**src/rtl/kronos_if_stage_if.sv**
```systemverilog
// Kronos fetch-stage bus bundle.
// Instruction memory request/ack channel plus the IF->ID valid/ready channel.
//   instr_addr/instr_req     : fetch -> memory
//   instr_data/instr_ack     : memory -> fetch
//   fetch/pipe_out_vld       : fetch -> decode, fetch = {pc, ir}
//   pipe_out_rdy             : decode -> fetch
interface kronos_if_stage_if;
  logic [31:0] instr_addr;
  logic        instr_req;
  logic [31:0] instr_data;
  logic        instr_ack;
  logic [63:0] fetch;
  logic        pipe_out_vld;
  logic        pipe_out_rdy;

  modport master (
    output instr_addr,
    output instr_req,
    input  instr_data,
    input  instr_ack,
    output fetch,
    output pipe_out_vld,
    input  pipe_out_rdy
  );

  modport slave (
    input  instr_addr,
    input  instr_req,
    output instr_data,
    output instr_ack,
    input  fetch,
    input  pipe_out_vld,
    output pipe_out_rdy
  );
endinterface

```
**src/rtl/kronos_if_stage.sv**
```systemverilog
// Kronos RV32I instruction fetch stage.
// Fetches words over a req/ack bus, pairs them with their PC and hands
// {pc, ir} to decode over valid/ready, with a one-entry skid buffer and
// a branch redirect that flushes buffered and in-flight fetches.
// Ports: clk, rstz (async, active-high), bus (master side of
// kronos_if_stage_if), branch, branch_target, and fetch_misalign when
// KRONOS_IF_MISALIGN_EN is defined.
module kronos_if_stage #(
  parameter logic [31:0] BOOT_ADDR = 32'h0000_0000
) (
  input  logic                     clk,
  input  logic                     rstz,
  kronos_if_stage_if.master        bus,
  input  logic                     branch,
  input  logic [31:0]              branch_target
`ifdef KRONOS_IF_MISALIGN_EN
  ,
  output logic                     fetch_misalign
`endif
);

  typedef enum logic [1:0] {
    INIT,
    FETCH,
    STALL,
    DRAIN
  } state_t;

  state_t      state_q, state_d;
  logic [31:0] pc_q, pc_d;
  logic [31:0] hold_q, hold_d;
  logic [63:0] fetch_q, fetch_d;
  logic        vld_q, vld_d;
  logic [63:0] skid_q, skid_d;

  logic        xfer;
  logic [31:0] tgt;
  logic [31:0] pc_inc;
  logic        req;
  logic [31:0] addr;

  assign xfer   = vld_q & bus.pipe_out_rdy;
  assign tgt    = branch_target & 32'hFFFF_FFFC;
  assign pc_inc = pc_q + 32'd4;

  always_comb begin
    state_d = state_q;
    pc_d    = pc_q;
    hold_d  = hold_q;
    fetch_d = fetch_q;
    vld_d   = vld_q & ~xfer;
    skid_d  = skid_q;
    req     = 1'b0;
    addr    = pc_q;
    case (state_q)
      INIT: begin
        state_d = FETCH;
        if (branch) pc_d = tgt;
      end
      FETCH: begin
        req = 1'b1;
        if (branch) begin
          pc_d  = tgt;
          vld_d = 1'b0;
          // keep the in-flight address alive until memory answers
          if (!bus.instr_ack) begin
            state_d = DRAIN;
            hold_d  = pc_q;
          end
        end else if (bus.instr_ack) begin
          pc_d = pc_inc;
          if (!vld_q || xfer) begin
            fetch_d = {pc_q, bus.instr_data};
            vld_d   = 1'b1;
          end else begin
            skid_d  = {pc_q, bus.instr_data};
            state_d = STALL;
          end
        end
      end
      STALL: begin
        if (branch) begin
          pc_d    = tgt;
          vld_d   = 1'b0;
          state_d = FETCH;
        end else if (xfer) begin
          fetch_d = skid_q;
          vld_d   = 1'b1;
          state_d = FETCH;
        end
      end
      DRAIN: begin
        req  = 1'b1;
        addr = hold_q;
        if (branch) begin
          pc_d  = tgt;
          vld_d = 1'b0;
        end
        // returning word belongs to the abandoned path
        if (bus.instr_ack) state_d = FETCH;
      end
      default: state_d = INIT;
    endcase
  end

  always_ff @(posedge clk or posedge rstz) begin
    if (rstz) begin
      state_q <= INIT;
      pc_q    <= BOOT_ADDR;
      hold_q  <= BOOT_ADDR;
      fetch_q <= '0;
      vld_q   <= 1'b0;
      skid_q  <= '0;
    end else begin
      state_q <= state_d;
      pc_q    <= pc_d;
      hold_q  <= hold_d;
      fetch_q <= fetch_d;
      vld_q   <= vld_d;
      skid_q  <= skid_d;
    end
  end

  assign bus.instr_req    = req;
  assign bus.instr_addr   = addr;
  assign bus.fetch        = fetch_q;
  assign bus.pipe_out_vld = vld_q;

`ifdef KRONOS_IF_MISALIGN_EN
  logic mis_q;

  always_ff @(posedge clk or posedge rstz) begin
    if (rstz) mis_q <= 1'b0;
    else      mis_q <= branch & (|branch_target[1:0]);
  end

  assign fetch_misalign = mis_q;
`endif

endmodule

```
**src/flat_wrapper.sv**
```systemverilog
// flat-port wrapper written by rule: the top's interface ports become plain ports
module kronos_if_stage_flat 
#(
  parameter logic [31:0] BOOT_ADDR = 32'h0000_0000
)
  (clk, rstz, branch, branch_target, bus_instr_addr, bus_instr_req, bus_instr_data, bus_instr_ack, bus_fetch, bus_pipe_out_vld, bus_pipe_out_rdy);
  kronos_if_stage_if bus_i ();
  input  logic clk;
  input  logic rstz;
  input  logic branch;
  input  logic [31:0] branch_target;
  output wire logic [$bits(bus_i.instr_addr)-1:0] bus_instr_addr;
  output wire logic [$bits(bus_i.instr_req)-1:0] bus_instr_req;
  input wire logic [$bits(bus_i.instr_data)-1:0] bus_instr_data;
  input wire logic [$bits(bus_i.instr_ack)-1:0] bus_instr_ack;
  output wire logic [$bits(bus_i.fetch)-1:0] bus_fetch;
  output wire logic [$bits(bus_i.pipe_out_vld)-1:0] bus_pipe_out_vld;
  input wire logic [$bits(bus_i.pipe_out_rdy)-1:0] bus_pipe_out_rdy;
  assign bus_instr_addr = bus_i.instr_addr;
  assign bus_instr_req = bus_i.instr_req;
  assign bus_i.instr_data = bus_instr_data;
  assign bus_i.instr_ack = bus_instr_ack;
  assign bus_fetch = bus_i.fetch;
  assign bus_pipe_out_vld = bus_i.pipe_out_vld;
  assign bus_i.pipe_out_rdy = bus_pipe_out_rdy;
  kronos_if_stage #(.BOOT_ADDR(BOOT_ADDR)) u_core (.clk(clk), .rstz(rstz), .bus(bus_i), .branch(branch), .branch_target(branch_target));
endmodule
```
**config.mk**
```make
export PLATFORM = sky130hd
export DESIGN_NAME = kronos_if_stage_flat
export DESIGN_NICKNAME = d
export VERILOG_FILES = /design/src/rtl/kronos_if_stage_if.sv /design/src/rtl/kronos_if_stage.sv /design/src/flat_wrapper.sv
export SDC_FILE = /design/constraint.sdc
export NUM_CORES = 1
export LEC_CHECK = 0
export CAP_MARGIN = 25
export CORE_MARGIN = 4
export CORE_UTILIZATION = 56
export CTS_CLUSTER_DIAMETER = 60
export DETAILED_ROUTE_END_ITERATION = 12
export PLACE_DENSITY_LB_ADDON = 0.15
export SYNTH_ARGS = -nofsm -noshare
export SYNTH_HDL_FRONTEND = slang
export SYNTH_SLANG_ARGS = --single-unit
export TNS_END_PERCENT = 30
```
**constraint.sdc**
```tcl
create_clock -name clk -period 21.7 [get_ports clk]
set_clock_uncertainty 0.1 [all_clocks]
set_input_delay 6.51 -clock clk [delete_from_list [all_inputs] [get_ports clk]]
set_output_delay 6.51 -clock clk [all_outputs]
set_load 0.05 [all_outputs]
```
==> qor.txt <==
Post-DP HPWL: 12800 um
Clock latency at the later pin of the worst-skew pair: 430 ps
Total chip power: 0.00116 W
R2R Setup Slk: 19150 ps
Status: completed
Worst Setup Path Type: reg2out
Row cnt: 45
Worst hold start: u_core.skid_q[53]
Worst Path Max Fanout: 19
WHS Endpoint: u_core.skid_q[53]
Critical path's top delay family: buffers and inverters
Clock slew at reported path FFs: 60 ps
CORE AREA: 15100 um2
#FFs+latches synth: 187
Root Buffer: clkbuf_16
CTS tree: yes
Cts hold-fix bufs: 0
Critical path's largest stage delay: 710 ps
Max_slew headroom: 37.7%
Post-synthesis adder-cell area fraction: 0.145%
Clock Sinks: 187
Slowest stage cell, crit path: clkdlybuf4s50_1
Post-cts gate resize count: 0
Total Routing Usage GR: 22.9%
CP arrival: 2940 ps
Initial core utilization: 57.0%
GRT met1 Usage: 29.4%
Critical Path End Type: output pin
Initial drt markers: 496
R2R Path End: u_core.pc_q[22]
Top FF cell, synth: dfrtp_1
Max Clk Rate: 0.105 GHz
Maximum vdd ir drop: 60.9 uV
Post-synth ARST share: 100%
GR Layer Usage met3: 5.23%
Unrepaired setup endpoints after global routing: false
Max Cap Viol: 0
Number of synthesis warnings: 0
Final Hold Viols: 0
Number of global-route vias before repair: 6409
Final Wtd Congestion: 0.846
Post-synthesis simple-gate area fraction: 10.3%
Share of layout cells above drive strength 1: 18.8%
IO Pins: 167
Wire length of the first global-routing pass: 32500 um
Dominant cells by area after synthesis: dfrtp_1, mux2_2, mux2i_1
Total CTS buffers: 17
Post-synth top area cell: dfrtp_1
CP Data Required Time: 15090 ps
Die Y: 132 um
Final ANT Viol Nets: 0
Commonest non-fill, non-tap cell in the layout: dfrtp_1
Mux cell area share after synthesis: 22.7%
Layout Utilization: 71.9%
Worst path cell trace: nand2_1, buf_4, mux2_2, clkdlybuf4s50_1
Max clock buf depth: 2
Worst hold path depth: 2
EDFF count, synth: 0
Fin Setup TNS: 0 ps
Post-synth cell types: 47
Leak: 4.91 nW
Drt wl/cell: 18.2 um
Max Slew Vio Count: 0
Largest family of logic cells by synthesized area: multiplexers
Startpoint Class: register
Complex-gate fraction of the synthesized area: 7.78%
Grt ovf: 0
Worst hold path class: reg2reg
H-tree Lvls: 4
Power density over the cells: 107 nW/um2
GR peak layer: met2
Syn Inst Count: 752
Die ar.: 17500 um2
Synth Area in XOR/XNOR: 1.22%
Final setup violation count: 0
Period minus WS final: 9550 ps
Least-Margin Pin Slew: 934 ps
# Post-CTS Setup Buffers: 0
Yosys top cell area share: 54.2%
Reg2reg start: u_core.pc_q[3]
Nets: 947
DRC: 0
Met2 Usage GRT: 38.5%
Die X: 132 um
DR vias/cell: 5.73
Vias: 6172
Initial antenna violation count: 0
Avg Cell Area, Syn: 11.5 um2
I/O Buffers: 160
Buffers & Inverters on Critical Path: 2
Most frequent cells in the layout: dfrtp_1, clkdlybuf4s50_1, mux2_2
Reg2reg path depth: 5
Antenna cells: 0
Post-Syn Area: 8640 um2
Seq/Total Area, Yosys: 54.2%
Final worst-path cycle share: 44.0%
Final WL: 19600 um
Largest net degree at the start of global routing: 115
WHS: 387 ps
P&R area growth vs syn: 26.0%
Drt first pass iters: 4
## logic make-up (layout without fill, tap and decap cells)
logic type	count (synthesis)	count (layout)
other	1	4
and+or+nand+nor	178	178
DFF	187	187
AOI/OAI and AO/OA	119	119
xor gates and xnor gates	12	12
buffers and inverters	73	207
adders and majority gates	1	1
muxes	181	181
## state kept, by name (all words and copies together), names as in the netlist
signal	count
u_core.pc_q	30
u_core.bus.pipe_out_vld	1
u_core.skid_q	62
u_core.state_q	2
u_core.hold_q	30
u_core.bus.fetch	62
## how the worst max path moves through the flow
stage / startpoint / end / slack [ps] / depth (start not counted)
after floorplan: rstz / u_core.bus.fetch[0] / 10000 / 1
after global placement: bus_instr_ack / u_core.skid_q[13] / 12400 / 4
after detailed placement: bus_instr_ack / u_core.skid_q[17] / 12370 / 4
after CTS: u_core.state_q[1] / bus_instr_addr[11] / 12120 / 4
after global routing: u_core.state_q[1] / bus_instr_addr[11] / 12030 / 4
final: u_core.state_q[1] / bus_instr_addr[11] / 12150 / 4
## worst register-to-register path, stage by stage (launching register included)
cell and delay [ps]:
dfrtp_1 490, ha_1 240, nand4_1 320, or3_1 610
or4_1 550, a31oi_1 170
## synth_stat cells (12+ instances only)
cell and instances:
nand3_1 12, mux2_2 118, nand2_1 31, or4_1 12, nor2_1 78, o21ai_0 24
mux2i_1 63, a31oi_1 15, dfrtp_1 187, buf_2 17, clkbuf_1 30, a21oi_1 62
## power breakdown
group / internal [W] / total [W] / switching [W]
Clock: 0.000168 / 0.000294 / 0.000125
Combinational: 0.000150 / 0.000381 / 0.000231
Sequential: 0.000431 / 0.000485 / 0.0000537
## layout make-up
| type | count | area (um2) |
|---|---|---|
| multi-input combinational | 495 | 3700 |
| timing repair buffer | 168 | 1680 |
| tap | 188 | 235 |
| inverter | 8 | 37.5 |
| clock inverter | 8 | 67.6 |
| clock buffer | 23 | 488 |
| fill | 1057 | 4260 |
| sequential | 187 | 4680 |
## routing by layer
layer	vias to the layer above	wire [um]	part of all wire, %
li1	2919	-	-
met4	0	319	1.6
met3	28	981	5.0
met5	-	0	0
met2	162	9840	50
met1	3063	8420	43
## through the flow
stage	worst slack [ps]	instance area, um2	std cells
finish	12150	10900	1077
global route	12030	10900	1077
CTS	12120	10900	1076
detailed placement	12370	10300	1045
global placement	12400	10300	1045
floorplan	10000	8650	755
Power figures use the tool's default switching activity.
